**src/rtl/si5340_init_sequencer.sv**
```systemverilog
// Si5340 bring-up sequencer: streams the config ROM into register
// requests, honours delay words, then polls status until ready.
module si5340_init_sequencer #(
  parameter int          WORD_NUMBER = 512,
  parameter int          CLK_FREQ_HZ = 50_000_000,
  parameter logic [15:0] DELAY_MARK  = 16'hFFFF,
  parameter logic [15:0] STATUS_ADDR = 16'h00FE,
  parameter logic [7:0]  READY_VALUE = 8'h0F,
  parameter int          POLL_TRIES  = 16,
  parameter int          POLL_GAP    = 5000,
  localparam int AW = (WORD_NUMBER > 1) ? $clog2(WORD_NUMBER) : 1
) (
  input  logic          clk_i,
  input  logic          arstn_i,
  input  logic          start_i,
  output logic [AW-1:0] rom_addr_o,
  input  logic [23:0]   rom_data_i,
  output logic          req_valid_o,
  input  logic          req_ready_i,
  output logic          req_rw_o,
  output logic [15:0]   req_addr_o,
  output logic [7:0]    req_data_o,
  input  logic          rsp_valid_i,
  input  logic          rsp_nack_i,
  input  logic [7:0]    rsp_data_i,
  output logic          busy_o,
  output logic          done_o,
  output logic          error_o,
  output logic [1:0]    err_code_o,
  output logic [AW-1:0] err_index_o
);

  localparam int TICKS = CLK_FREQ_HZ / 1000;
  localparam int TW = (TICKS > 1) ? $clog2(TICKS) : 1;
  localparam int CW = $clog2(POLL_TRIES + 1);
  localparam int GW = (POLL_GAP > 0) ? $clog2(POLL_GAP + 1) : 1;
  localparam int PRE = (TICKS > 5) ? 5 : 0;

  localparam logic [AW-1:0] LAST = AW'(WORD_NUMBER - 1);
  localparam logic [TW-1:0] TICK_LAST = TW'(TICKS - 1);
  localparam logic [TW-1:0] TICK_PRE = TW'(PRE);
  localparam logic [CW-1:0] TRY_MAX = CW'(POLL_TRIES);
  localparam logic [GW-1:0] GAP_LAST =
    GW'((POLL_GAP > 0) ? POLL_GAP - 1 : 0);

  typedef enum logic [3:0] {
    IDLE, FETCH, DECODE, ISSUE, WAIT_RSP, DELAY,
    POLL_ISSUE, POLL_WAIT, POLL_GAP_S, DONE, ERROR
  } state_t;

  state_t          state_q, state_d;
  logic [AW-1:0]   idx_q;
  logic [7:0]      ms_q;
  logic [TW-1:0]   tick_q;
  logic [CW-1:0]   try_q;
  logic [GW-1:0]   gap_q;
  logic            rw_q;
  logic [15:0]     addr_q;
  logic [7:0]      data_q;
  logic [1:0]      code_q;
  logic [AW-1:0]   eidx_q;

  logic            is_mark;
  logic            tick_end;
  logic            delay_end;
  logic            word_last;
  logic            poll_ok;
  logic [CW-1:0]   try_inc;
  logic            tries_out;
  logic            gap_end;
  logic            advance;
  logic            restart;

  assign is_mark   = rom_data_i[23:8] == DELAY_MARK;
  assign tick_end  = tick_q == TICK_LAST;
  assign delay_end = (ms_q == 8'd0) ||
                     (ms_q == 8'd1 && tick_end);
  assign word_last = idx_q == LAST;
  assign poll_ok   = !rsp_nack_i && rsp_data_i == READY_VALUE;
  assign try_inc   = try_q + 1'b1;
  assign tries_out = try_inc == TRY_MAX;
  assign gap_end   = gap_q == GAP_LAST;
  assign advance   =
    (state_q == WAIT_RSP && rsp_valid_i && !rsp_nack_i) ||
    (state_q == DELAY && delay_end);
  assign restart   = start_i &&
    (state_q == IDLE || state_q == DONE || state_q == ERROR);

  always_ff @(posedge clk_i or negedge arstn_i) begin
    if (!arstn_i) state_q <= IDLE;
    else          state_q <= state_d;
  end

  always_comb begin
    state_d = state_q;
    unique case (state_q)
      IDLE, DONE, ERROR:
        if (start_i) state_d = FETCH;
      FETCH:  state_d = DECODE;
      DECODE: state_d = is_mark ? DELAY : ISSUE;
      ISSUE:
        if (req_ready_i) state_d = WAIT_RSP;
      WAIT_RSP:
        if (rsp_valid_i) begin
          if (rsp_nack_i)     state_d = ERROR;
          else if (word_last) state_d = POLL_ISSUE;
          else                state_d = FETCH;
        end
      DELAY:
        if (delay_end)
          state_d = word_last ? POLL_ISSUE : FETCH;
      POLL_ISSUE:
        if (req_ready_i) state_d = POLL_WAIT;
      POLL_WAIT:
        if (rsp_valid_i) begin
          if (poll_ok)        state_d = DONE;
          else if (tries_out) state_d = ERROR;
          else                state_d = POLL_GAP_S;
        end
      POLL_GAP_S:
        if (gap_end) state_d = POLL_ISSUE;
      default: state_d = IDLE;
    endcase
  end

  always_ff @(posedge clk_i or negedge arstn_i) begin
    if (!arstn_i) begin
      idx_q  <= '0;
      ms_q   <= '0;
      tick_q <= '0;
      try_q  <= '0;
      gap_q  <= '0;
      rw_q   <= 1'b0;
      addr_q <= '0;
      data_q <= '0;
      code_q <= '0;
      eidx_q <= '0;
    end else begin
      if (restart) begin
        idx_q  <= '0;
        code_q <= '0;
        eidx_q <= '0;
      end
      if (state_q == DECODE) begin
        if (is_mark) begin
          ms_q   <= rom_data_i[7:0];
          // first ms absorbs fetch/decode overhead: next request
          // lands N ms after the previous response
          tick_q <= TICK_PRE;
        end else begin
          addr_q <= rom_data_i[23:8];
          data_q <= rom_data_i[7:0];
          rw_q   <= 1'b0;
        end
      end
      if (state_q == WAIT_RSP && rsp_valid_i && rsp_nack_i) begin
        code_q <= 2'b01;
        eidx_q <= idx_q;
      end
      if (state_q == DELAY && !delay_end) begin
        if (tick_end) begin
          tick_q <= '0;
          ms_q   <= ms_q - 8'd1;
        end else begin
          tick_q <= tick_q + 1'b1;
        end
      end
      if (advance) begin
        if (word_last) begin
          try_q  <= '0;
          rw_q   <= 1'b1;
          addr_q <= STATUS_ADDR;
          data_q <= 8'h00;
        end else begin
          idx_q <= idx_q + 1'b1;
        end
      end
      if (state_q == POLL_WAIT && rsp_valid_i && !poll_ok) begin
        try_q <= try_inc;
        gap_q <= '0;
        if (tries_out) code_q <= 2'b10;
      end
      if (state_q == POLL_GAP_S) gap_q <= gap_q + 1'b1;
    end
  end

  always_comb begin
    req_valid_o = 1'b0;
    busy_o      = 1'b1;
    done_o      = 1'b0;
    error_o     = 1'b0;
    unique case (state_q)
      ISSUE, POLL_ISSUE: req_valid_o = 1'b1;
      IDLE:  busy_o = 1'b0;
      DONE: begin
        busy_o = 1'b0;
        done_o = 1'b1;
      end
      ERROR: begin
        busy_o  = 1'b0;
        error_o = 1'b1;
      end
      default: ;
    endcase
  end

  assign rom_addr_o  = idx_q;
  assign req_rw_o    = rw_q;
  assign req_addr_o  = addr_q;
  assign req_data_o  = data_q;
  assign err_code_o  = code_q;
  assign err_index_o = eidx_q;

endmodule

```
**config.mk**
```make
export PLATFORM = sky130hd
export DESIGN_NAME = si5340_init_sequencer
export DESIGN_NICKNAME = d
export VERILOG_FILES = /design/src/rtl/si5340_init_sequencer.sv
export SDC_FILE = /design/constraint.sdc
export NUM_CORES = 1
export LEC_CHECK = 0
export ABC_CLOCK_PERIOD_IN_PS = 2150
export CAP_MARGIN = 20
export CORE_ASPECT_RATIO = 0.9
export CORE_MARGIN = 8
export CORE_UTILIZATION = 48
export CTS_CLUSTER_DIAMETER = 150
export CTS_CLUSTER_SIZE = 8
export DETAILED_ROUTE_END_ITERATION = 7
export HOLD_SLACK_MARGIN = 0.12
export PLACE_DENSITY_LB_ADDON = 0.08
export SLEW_MARGIN = 0
export SYNTH_ARGS = -nofsm -noshare
export SYNTH_HDL_FRONTEND = slang
export SYNTH_SLANG_ARGS = --single-unit
```
**constraint.sdc**
```tcl
create_clock -name clk_i -period 2.15 [get_ports clk_i]
set_input_delay 0.3225 -clock clk_i [delete_from_list [all_inputs] [get_ports clk_i]]
set_output_delay 0.3225 -clock clk_i [all_outputs]
set_load 0.05 [all_outputs]
```
==> results of run 1 <==
==> path summary, 6_finish.rpt <==
check / start / to / slack (ps) / depth (start not counted)
hold / removal: arstn_i / rom_addr_o[0] / 410 / 2
max in group asynchronous: arstn_i / state_q[3] / 1090 / 3
setup / recovery: rom_addr_o[0] / rom_addr_o[2] / -80 / 11
min in group clk_i: gap_q[12] / gap_q[12] / 480 / 1
hold reg to reg: gap_q[12] / gap_q[12] / 480 / 1
setup reg to reg: rom_addr_o[0] / rom_addr_o[2] / -80 / 11
==> timing repair <==
| item | CTS | global route |
|---|---|---|
| endpoints found under the setup margin | 10 | 63 |
| buffers inserted | 5 | 6 |
| endpoints found under the hold margin | 20 | 0 |
| pin swaps | 7 | 11 |
| hold buffers | 1 | 0 |
| gates resized for setup | 5 | 25 |
==> synthesized netlist by cell type (all sizes together) (4+ instances only) <==
| cell | count | share of area (%) |
|---|---|---|
| and4 | 4 | 0.74 |
| nor2b | 4 | 0.54 |
| xor2 | 4 | 0.69 |
| buf | 18 | 2.0 |
| o2bb2ai | 4 | 0.69 |
| xnor2 | 5 | 0.86 |
| nor4b | 6 | 1.9 |
| or3 | 6 | 0.74 |
| a21oi | 31 | 3.1 |
| and3 | 11 | 1.4 |
| ha | 8 | 2.0 |
| nor2 | 26 | 2.0 |
| nand2b | 8 | 0.99 |
| a22o | 5 | 0.86 |
| a21o | 8 | 1.2 |
| nand2 | 92 | 6.8 |
| nand3 | 24 | 2.4 |
| inv | 14 | 1.0 |
| mux2i | 6 | 1.2 |
| and2 | 4 | 0.49 |
| nor4 | 6 | 1.2 |
| clkbuf | 11 | 0.82 |
| dfrtp | 91 | 45 |
| a31oi | 13 | 1.6 |
| mux2 | 5 | 1.2 |
| o22ai | 4 | 0.49 |
| nand4 | 15 | 1.9 |
| and4bb | 4 | 0.99 |
| nor3 | 16 | 1.8 |
| o21ai | 37 | 3.9 |
| nand3b | 8 | 1.2 |
==> metal layers <==
metal | wire length (µm) | part of all wire (%)
met1 | 6340 | 45
met2 | 6650 | 47
met3 | 848 | 6.0
met4 | 199 | 1.4
met5 | 0 | 0
==> kinds of logic (layout without fill, tap and decap cells) <==
group,after synthesis,count (layout),synth area share [%]
adders and majority gates,8,8,1.98
buffers and inverters,43,208,3.83
AOI/OAI and AO/OA,134,134,17.7
muxes,11,11,2.37
xor gates and xnor gates,9,9,1.56
and+or+nand+nor,248,248,27.6
DFF,91,91,45.0
==> sequential cells by signal (all words and copies together), names as in the netlist, 4 cells and up <==
| name | cells |
|---|---|
| err_index_o | 9 |
| gap_q | 13 |
| ms_q | 8 |
| req_addr_o | 16 |
| req_data_o | 8 |
| rom_addr_o | 9 |
| state_q | 4 |
| tick_q | 16 |
| try_q | 5 |
==> power by group <==
| part | internal, µW | total [µW] | switching, µW |
|---|---|---|---|
| sequential | 2240 | 2720 | 473 |
| clock | 916 | 1590 | 676 |
| combinational | 1790 | 4250 | 2450 |
==> worst register-to-register path, stage by stage, from the launching register on <==
cell and delay [ps]:
dfrtp_2 390, ha_4 140, and3_4 190, nand3_4 90, nor2_4 110, ha_4 210, nor4_4 70, buf_4 150
a311oi_4 270, buf_6 180, nor3b_2 50, a211o_1 260
==> per-stage QoR <==
stage | hold WS (ps) | utilization [%] | total power, µW
CTS | 405 | 69.2 | 8510
finish | 412 | 70.6 | 8560
global placement | 239 | 65.5 | 6750
floorplan | 26.9 | - | 5270
global route | 429 | 70.6 | 9080
detailed placement | 243 | 65.5 | 6860
==> final cells by class <==
cell class              count  area (µm²)
clock buffers              14         284
clock inverters             2        17.5
fillers                   777        3020
inverters                  14        52.6
multi-input cells         410        2790
flip-flops and latches     91        2290
well taps                 129         161
repair buffers            178        1640
==> results.txt, run 1 <==
- Detailed placement finished with a half-perimeter wire length of 10200 µm.
* Number of nets at the end of the flow: 750
- Number of global-route vias before repair: between 4000 and 5000
* CTS sink count: between 90 and 100
* Initial Utilization: between 40% and 50%
- Counting both buffers and inverters, the worst setup path holds a total of 2.
- The H-tree was split into 3 levels.
- Crit path cell chain: ha_4 -> and3_4 -> nand3_4 -> nor2_4 -> ha_4 -> nor4_4 -> buf_4 -> a311oi_4 -> buf_6 -> nor3b_2 -> a211o_1
* Yosys reg bits: a little over 90
- Across the routed clock network, the largest skew measured is roughly 8.4 ps.
- For this run, design rule violations remaining after detail routing come to 0.
- The kind of cell with the highest combined delay along the critical path is compound AO/OA/AOI/OAI gates.
- Global routing consumed, on the met1 layer, 25.4% of the routing resources.
* Highest ir drop seen on vdd: ~0.00096 V
- For this run, the number of Yosys warnings is 0.
- Share of the clock period used by the worst path: 104%
- In the final routed layout, each cell accounts on average for around 17 µm.
- For the worst setup path, the data required time is 2370 ps.
* Post-synthesis cell count: 544
* Highest net fanout along the worst path: 8
- Initial DRT Pass Iterations: 5
- Max Cap Viol: 0
- The worst setup path is launched from a flop.
* Worst setup EP type: flop
- Of the synthesized area, sequential elements account for 45.0%.
* Detail-routed via count per cell: roughly 5.7
- Measured along the x axis, the die boundary spans approximately 120 µm.
- Adding up every negative setup slack in the final design gives -598 ps.
- The tree is rooted in a clkbuf_16.
* Layer carrying the most global-route usage: met2
- Post-synthesis cell type count: 76
- Post-route antenna net violation count: 0
- Counting every net in the synthesized netlist gives 590.
- Detailed Route Iter0 Violations: 411
- Instance area at placement: between 0.006 and 0.007 mm²
- The die covers approximately 0.014 mm².
- Setup-failing EPs final: 13
- Final setup slack of the worst path: -79.0 ps
* Overall via count from detail_route: between 4000 and 5000
- Final antenna diode count: 0
- Yosys mapped a number of flops with a built-in enable equal to 0.
- After clock tree synthesis, the clock-pin slew on the worst setup and hold paths is about 70 ps.
- The first global-routing pass estimated 23600 µm of wire.
- Final Instance Count excl. Fillers: 838
- Commonest cells after routing, fill and taps aside: nand2_1, buf_4, dfrtp_1, clkdlybuf4s50_1, o21ai_0
* Clock latency of the later-clocked register in the worst-skew pair: around 350 ps
* Avg Inst Size Synth: approximately 9.3 µm²
* Hold Fails Final Rpt: 0
- Dividing total power by cell area gives a power density of between 1000 and 1500 mW/mm².
* Critical path class: reg -> reg
- For this run, the top clock speed supported by timing is around 450 MHz.
- STA puts the critical path data arrival time at 2450 ps.
- Total CTS buffers: 9
- Counting tap cells, the placed design contains a total of slightly above 800 instances.
- Cell row count: 35
* Total track usage: about a fifth
- Run status: complete, but fails checks
- Violated checks: setup timing
- The initial antenna violation count was 0.
- Placer congestion estimate: just under 0.9
- The largest individual stage delay along the critical path comes from the cell dfrtp_2.
- Primary flip-flop cell chosen by synthesis mapping: dfrtp_1
- Subtracting the final worst setup slack from the clock period gives about 2200 ps.
* Async set or reset register ratio after synthesis: between 90% and 100%
- The cell area that synthesis handed to floorplanning was a little over 0.005 mm².
* Unrepaired setup endpoints after global routing: true
* Total global routing overflow: 0
- Area added between synthesis and finish: 42.8%
* Worst setup slack after placement: -258 ps
- CTS tree: done
* Worst rel slew slack: a little under two thirds
* Hold/Removal Path Class: in -> async
- Chip height: approximately 110 µm
- At the pin with the least slew margin, the transition time is ~540 ps.
- Post-layout instance area: 0.00723 mm²
- Sum of routed wire length over all layers: around 14000 µm
- Leakage power summed over all cells: 0.00312 µW
* Max-slew violation count: 0
- Maximum root-to-sink buffer count: 2
* Largest net degree at the start of global routing: 48
- Share of cells above drive strength 1: between 20% and 30%
- Leaving out fill and tap cells, the most frequent cell in the layout is nand2_1.
* Met2 usage: about a third
* Critical Path Max Stage Delay: just under 400 ps
* Global routing usage on met3: roughly 5.6%
- Counting stages on the worst path, the most repeated cell is ha_4.
- The region available for standard cell placement spans ~0.010 mm².
* I/O pin total: 87
- IO buf count: 86
Note: power is estimated with default switching activity, not from simulation.
==> run 2: changes to the inputs <==
--- a/config.mk
+++ b/config.mk
@@ -7,3 +7,2 @@
 export LEC_CHECK = 0
-export ABC_CLOCK_PERIOD_IN_PS = 2150
 export CAP_MARGIN = 20
@@ -17,2 +16,3 @@
 export PLACE_DENSITY_LB_ADDON = 0.08
+export SETUP_SLACK_MARGIN = 0.05
 export SLEW_MARGIN = 0
--- a/constraint.sdc
+++ b/constraint.sdc
@@ -3,2 +3,2 @@
 set_output_delay 0.3225 -clock clk_i [all_outputs]
-set_load 0.05 [all_outputs]
+set_load 0.005 [all_outputs]
==> run 2 against run 1 <==
The flow still finishes with violations (setup timing); non-clock buffer count up 8; utilization grew 1.7 points; clock skew is 2.8 ps lower; cell count up 0.95%; flip-flop and latch count did not move; global-route usage increased by 0.28 points; fmax is 1.8% lower; critical endpoint is now rom_addr_o[7].
==> results.txt, run 2 (same netlist as run 1, synthesis figures left out) <==
- The flow ran to the end, but the final reports show violations.
- Routed metal-1 wire length: 6510 µm (+2.6%)
* Total track usage: 20.1% (+0.28 points)
- Share of cells above drive strength 1: 26.5% (+2.2 points)
- CTS sink count: 91 (unchanged)
- Post-layout instance area: 0.00740 mm² (+2.4%)
- Hold Fails Final Rpt: 0 (unchanged)
- The number of I/O pins came to 87 (unchanged).
- The clock slew at the register clock pins of the worst setup and hold paths came to 70 ps (about the same).
* Post-route antenna net violation count: 0 (unchanged)
* # placed instances: 814 (+0.49%)
* Global-route wire length before repair: 23800 µm (+0.79%)
- Share of the clock period used by the worst path: 106% (+1.8 points)
* Clock Skews: 5.61 ps (-2.82 ps)
- Leakage power summed over all cells: 0.00322 µW (+3.2%)
- The largest buffer count on any clock path is 2 (unchanged).
- The number of DRC violations after detailed-routing iteration 0 came to 378 (-8.0%).
* Setup slack of the worst register-to-register path: -120 ps (-40 ps)
- Data arrival, critical path: 2500 ps (+50 ps)
- The slew at the pin with the worst max-slew slack came to 636 ps (+91.4 ps).
* Hold/Removal Path Class: in -> async
- The via count of the first global-routing pass was 4793 (-0.10%).
* IO buf count: 86 (unchanged)
- Initial DRT Pass Iterations: 5 (unchanged)
- Relative to the synthesized area, the layout overhead comes to 46.2%.
* Setup-failing EPs final: 6 (-7)
- Sum of routed wire length over all layers: 14400 µm (+2.2%)
- The number of max-cap violations came to 0 (unchanged).
- TritonCTS built the clock tree.
* CP startpoint kind: flop
- Final Core Density: 72.2% (+1.7 points)
* Initial Utilization: 49.4% (unchanged)
* Violated checks: setup timing
- The maximum operating frequency came to 441 MHz (-1.8%).
* Highest ir drop seen on vdd: 0.000829 V (-14%)
- The remaining global-route overflow was 0 (unchanged).
- The initial antenna violation count was 0 (unchanged).
- The TritonCTS buffer count is 9 (unchanged).
- The top fanout value on the critical path came to 5 (-3).
- Final setup slack of the worst path: -119 ps (-39.7 ps)
* H-tree levels: 3 (unchanged)
* Final Instance Count excl. Fillers: 846 (+0.95%)
* Clock root buffer: clkbuf_16
- The required time of the critical path was 2380 ps (about the same).
- Routed length on met3: 826 µm (-2.6%)
- The detailed-placement wirelength estimate was 10400 µm (+1.5%).
- In this run the critical register-to-register path is launched from rom_addr_o[0].
- The worst relative slew slack was 57.6% (-6.0 points).
- Residual DRC count: 0 (unchanged)
- Commonest cells after routing, fill and taps aside: nand2_1, dfrtp_1, clkdlybuf4s50_1, buf_4, o21ai_0
- Unrepaired setup endpoints after global routing: true
- Cell row count: 35 (unchanged)
- The antenna diode count was 0 (unchanged).
- The overall die width is 124 µm (unchanged).
* Routed length per placed instance: 17.0 µm (+1.3%)
- The maximum number of pins on one net before global-route repair is 52 (+8.3%).
* Worst setup EP type: flop
- Number of nets at the end of the flow: 758 (+1.1%)
- In this run the critical register-to-register path is captured at rom_addr_o[7].
- Final Critical Period: 2270 ps (+39.7 ps)
- Core Footprint: 0.0102 mm² (unchanged)
- The number of vias after detailed routing came to 4876 (+1.9%).
* Post-layout total power: 7870 µW (-8.0%)
* Chip height: 113 µm (unchanged)
- Highest metal layer with signal wires: met4
- The mean number of vias per cell was 5.76 (+0.90%).
- Floorplan die area: 0.0141 mm² (unchanged)
- Power per Cell Area: 1060 mW/mm² (-10%)
- The setup path with the least slack is of type reg -> reg.
- The number of cells on the worst reg-to-reg path was 10 (-1).
* Placer congestion estimate: 0.854 (-1.2%)
- The clock network latency to the later pin of the worst-skew pair is 340 ps (about the same).
- The routed wire length on met2 came to 6860 µm (+3.0%).
- The final-report max-slew violation count is 0 (unchanged).
- Instance area at placement: 0.00665 mm² (-0.86%)
==> run 2: cell count changes in the layout (fill, tap and decap cells not counted), sizes merged <==
cell and change:
buf +4, bufinv +1, dlymetal6s2s +1, clkbuf -4, clkinvlp +2, dlygate4sd2 +3, inv +1
==> run 2: area by class of cell <==
| type | count | area [µm²] |
|---|---|---|
| Timing Repair Buffer | 186 | 1710 |
| Sequential cell | 91 | 2280 |
| Clock buffer | 10 | 239 |
| Fill cell | 753 | 2850 |
| Clock inverter | 6 | 63.8 |
| Multi-Input combinational cell | 410 | 2890 |
| Tap cell | 129 | 161 |
| Inverter | 14 | 52.6 |
==> run 2: per-stage QoR <==
step | hold WS [ps] | worst slack [ps] | TNS (ps)
after floorplan | 26.9 | -26.8 | -53.6
after detailed placement | 164 | -207 | -7450
final | 346 | -119 | -363
after global routing | 351 | -225 | -5750
after global placement | 164 | -163 | -6560
after CTS | 337 | -117 | -428
==> run 2: worst max path at each step <==
stage,from,to,cells past startpoint
detailed placement,rsp_data_i[5],try_q[3],6
global route,rom_addr_o[0],rom_addr_o[7],10
global placement,rsp_data_i[5],try_q[3],6
CTS,rom_addr_o[0],rom_addr_o[7],10
finish,rom_addr_o[0],rom_addr_o[7],10
floorplan,rom_addr_o[0],rom_addr_o[7],9
==> run 2: worst max-delay path, cell delays in order (launching register included) <==
cell     delay [ps]
dfrtp_1         360
ha_2            200
and3_4          220
nand3_4          90
nor2_4          110
ha_4            210
nor2_4           50
a311o_2         400
buf_6           140
and3_1          150
a211o_1         230
==> run 2: what timing repair did <==
action	4_1_cts	5_1_grt
pin swaps	18	17
hold endpoints to repair	59	0
hold buffers	1	0
resized for setup	52	28
setup buffers	8	7
setup endpoints to repair	62	66
cloned	1	0
==> run 2: power by group <==
part           switching, µW  internal, µW
clock                    699           933
sequential               449          2240
combinational           1640          1910
total                   2790          5080
==> run 2: per-layer routing <==
layer,vias to the layer above,GRT usage [%]
met4,0,5.29
met1,2379,26.2
met2,143,32.8
met5,-,0
li1,2336,-
met3,18,4.96
==> run 3: changes to the inputs <==
Settings changed: CAP_MARGIN 20 to unset, CORE_UTILIZATION 48 to 42.
Clock period 2.15 ns to 1.93 ns, I/O delays scaled along.
==> run 3 against run 2 <==
Clock skew shrank 0.84 ps; the run still ends with setup timing left; sequential share of layout area fell by 3.1 points; flip-flop and latch count did not move; sequential power grew 7.8%; worst setup slack worse by 190 ps; first-iteration DRC count down 10%; routed wire length up 9.0%; utilization decreased by 3.3 points; cell count up 10%; fmax increased by 1.5%; global-route usage shrank 0.66 points; hold slack improved by 44 ps.
==> results.txt, run 3 (same netlist as run 1, synthesis figures left out) <==
* Worst Path Required: 2160 ps (-220 ps)
* CP startpoint kind: flop
- In this design, the largest share of critical-path delay is due to simple AND/OR/NAND/NOR gates.
* Crit path buffers/inverters: 3 (+2)
* Hold slack final: 390 ps (+44.0 ps)
- Overall via count from detail_route: 5097 (+4.5%)
- The tree is rooted in a clkbuf_16.
- Worst reg2reg path depth: 11 (+1)
* Critical Path Max Stage Delay: 430 ps (+30 ps)
- The slack of the worst reg-to-reg path was -310 ps (-190 ps).
- The final estimated routing congestion in global placement was 0.827 (-3.2%).
- The utilization after layout came to 68.9% (-3.3 points).
* CTS sink count: 91 (unchanged)
* Post-layout total power: 9700 µW (+23%)
- Setup-failing EPs final: 67 (+61)
- The count of TritonRoute iterations in the first routing pass was 5 (unchanged).
- The initial cell density of the core came to 42.4% (-7.0 points).
- I/O pin total: 87 (unchanged)
- The detailed-placement wirelength estimate was 10800 µm (+3.7%).
- Traced cell by cell, the critical path runs through ha_2 -> and3_4 -> nand3_4 -> nor2_4 -> ha_4 -> buf_6 -> inv_6 -> nor2_2 -> a311o_2 -> buf_12 -> nand3b_1.
- Routed length per placed instance: 16.8 µm (-0.99%)
- Following the worst setup path forward leads to its endpoint at req_addr_o[6].
* Floorplan die area: 0.0158 mm² (+12%)
- Cell row count: 38 (+8.6%)
- Power per Cell Area: 1180 mW/mm² (+11%)
* Antenna violations before repair: 0 (unchanged)
- CP max stage cell: a311o_2
- From synthesis to final layout, the design area changed by 62.5%.
* Run status: complete, but fails checks
* Total global routing overflow: 0 (unchanged)
* Final total negative setup slack: -11870 ps (-11510 ps)
- The maximum number of pins on one net before global-route repair was 36 (-31%).
* Critical path class: reg -> reg
- Number of nets at the end of the flow: 812 (+7.1%)
- Worst setup slack after placement: -503 ps (-296 ps)
* Share of the clock period used by the worst path: 116% (+10 points)
- Data arrival, critical path: 2470 ps (-30 ps)
- The worst setup path is captured at a flop.
- The top cell types in the final layout, fill and taps aside, are buf_4, nand2_1, dfrtp_1, clkdlybuf4s50_1, buf_6.
- Core Footprint: 0.0119 mm² (+16%)
- Hold Fails Final Rpt: 0 (unchanged)
- Worst slew pin tran: 408 ps (-228 ps)
- The minimum setup slack in the final design is -306 ps (-187 ps).
- RR Startpoint: rom_addr_o[0]
* Maximum clock frequency: 447 MHz (+1.5%)
* Path length in cells of the critical path: 11 (+1)
- The top fanout value on the critical path came to 25 (+20).
* CTS tree: done
- The global-route wire length before repair was 25500 µm (+7.0%).
- Clock Skews: 4.77 ps (-0.835 ps)
* Violated checks: setup timing
- Post-CTS clock slew at the launch and capture registers of the worst setup and hold paths: 60 ps (about the same)
* Leading cell type in the layout, fill and taps excluded: buf_4
- The path class of the tightest hold or removal check is in -> async.
- The time the worst path needs with I/O delays and setup came to 2240 ps (-32.9 ps).
* Maximum root-to-sink buffer count: 2 (unchanged)
* Post-route antenna net violation count: 0 (unchanged)
- Unrepaired setup endpoints after global routing: true
* Clock latency of the later-clocked register in the worst-skew pair: 350 ps (about the same)
- The TritonCTS buffer count is 9 (unchanged).
* Endpoint of the most critical register-to-register path: req_addr_o[6]
- Max Cap Viol: 0 (unchanged)
- Detail-routed via count per cell: 5.47 (-5.0%)
- Horizontal die dimension: 132 µm (+6.0%)
- Number of global-route vias before repair: 5101 (+6.4%)
* Residual DRC count: 0 (unchanged)
* Final antenna diode count: 0 (unchanged)
* Leakage power summed over all cells: 0.00359 µW (+11%)
* Highest ir drop seen on vdd: 0.000930 V (+12%)
- The global-route usage over all layers was 19.5% (-0.66 points).
- The final-report max-slew violation count is 0 (unchanged).
* IO buf count: 86 (unchanged)
- The die height was 120 µm (+5.9%).
- Worst rel slew slack: 72.7% (+15 points)
- The most critical setup path has its startpoint at rom_addr_o[0].
- The number of DRC violations after detailed-routing iteration 0 was 340 (-10%).
* Share of cells above drive strength 1: 37.7% (+11 points)
* Sum of routed wire length over all layers: 15600 µm (+9.0%)
- The maximum level of the CTS H-tree is 3 (unchanged).
==> run 3: changes by cell type in the layout (fill, tap and decap cells not counted), moves of 4 or more <==
cell,previous run,this run
o21ai_0,33,12
a21oi_1,23,13
nand3_1,22,18
o21ai_1,2,17
a21oi_2,8,18
o21ai_2,1,7
buf_6,17,28
buf_4,79,120
buf_12,2,6
==> run 3: metal layers <==
layer	global-route usage (%)	vias to the layer above	wire length, µm
li1	-	2444	-
met1	24.3	2538	6980
met2	32.6	103	7890
met3	5.43	12	624
met4	5.16	0	160
met5	0	-	0
==> run 3: stage by stage <==
stage          instances  instance area (µm²)
6_report             931                 8230
5_1_grt              931                 8230
4_1_cts              925                 7900
3_5_place_dp         887                 7110
3_3_place_gp         887                 7110
2_1_floorplan        544                 5220
==> run 3: cell type report <==
| type | count | area [µm²] |
|---|---|---|
| clock inverters | 6 | 88.8 |
| inverters | 14 | 57.6 |
| multi-input cells | 411 | 3190 |
| clock buffers | 10 | 229 |
| flip-flops and latches | 91 | 2280 |
| fillers | 918 | 3710 |
| well taps | 160 | 200 |
| repair buffers | 239 | 2180 |
==> run 3: worst min-delay path by stage <==
stage | cells past startpoint | to | slack, ps | start
floorplan | 0 | err_code_o[0] | -6 | arstn_i
detailed placement | 1 | err_index_o[6] | 230 | arstn_i
global route | 2 | err_index_o[6] | 420 | arstn_i
CTS | 2 | rom_addr_o[4] | 390 | arstn_i
finish | 2 | err_index_o[6] | 390 | arstn_i
global placement | 1 | err_index_o[6] | 230 | arstn_i
==> run 3: what timing repair did <==
| item | in CTS | in global routing |
|---|---|---|
| hold buffers | 1 | 0 |
| hold endpoints to repair | 24 | 0 |
| buffers inserted | 21 | 8 |
| pin swaps | 40 | 46 |
| cloned | 1 | 0 |
| endpoints found under the setup margin | 91 | 90 |
| resized for setup | 78 | 82 |
==> run 3: power breakdown <==
group          internal, µW  switching [µW]
clock                  1140             778
sequential             2490             408
combinational          2640            2250
total                  6270            3440
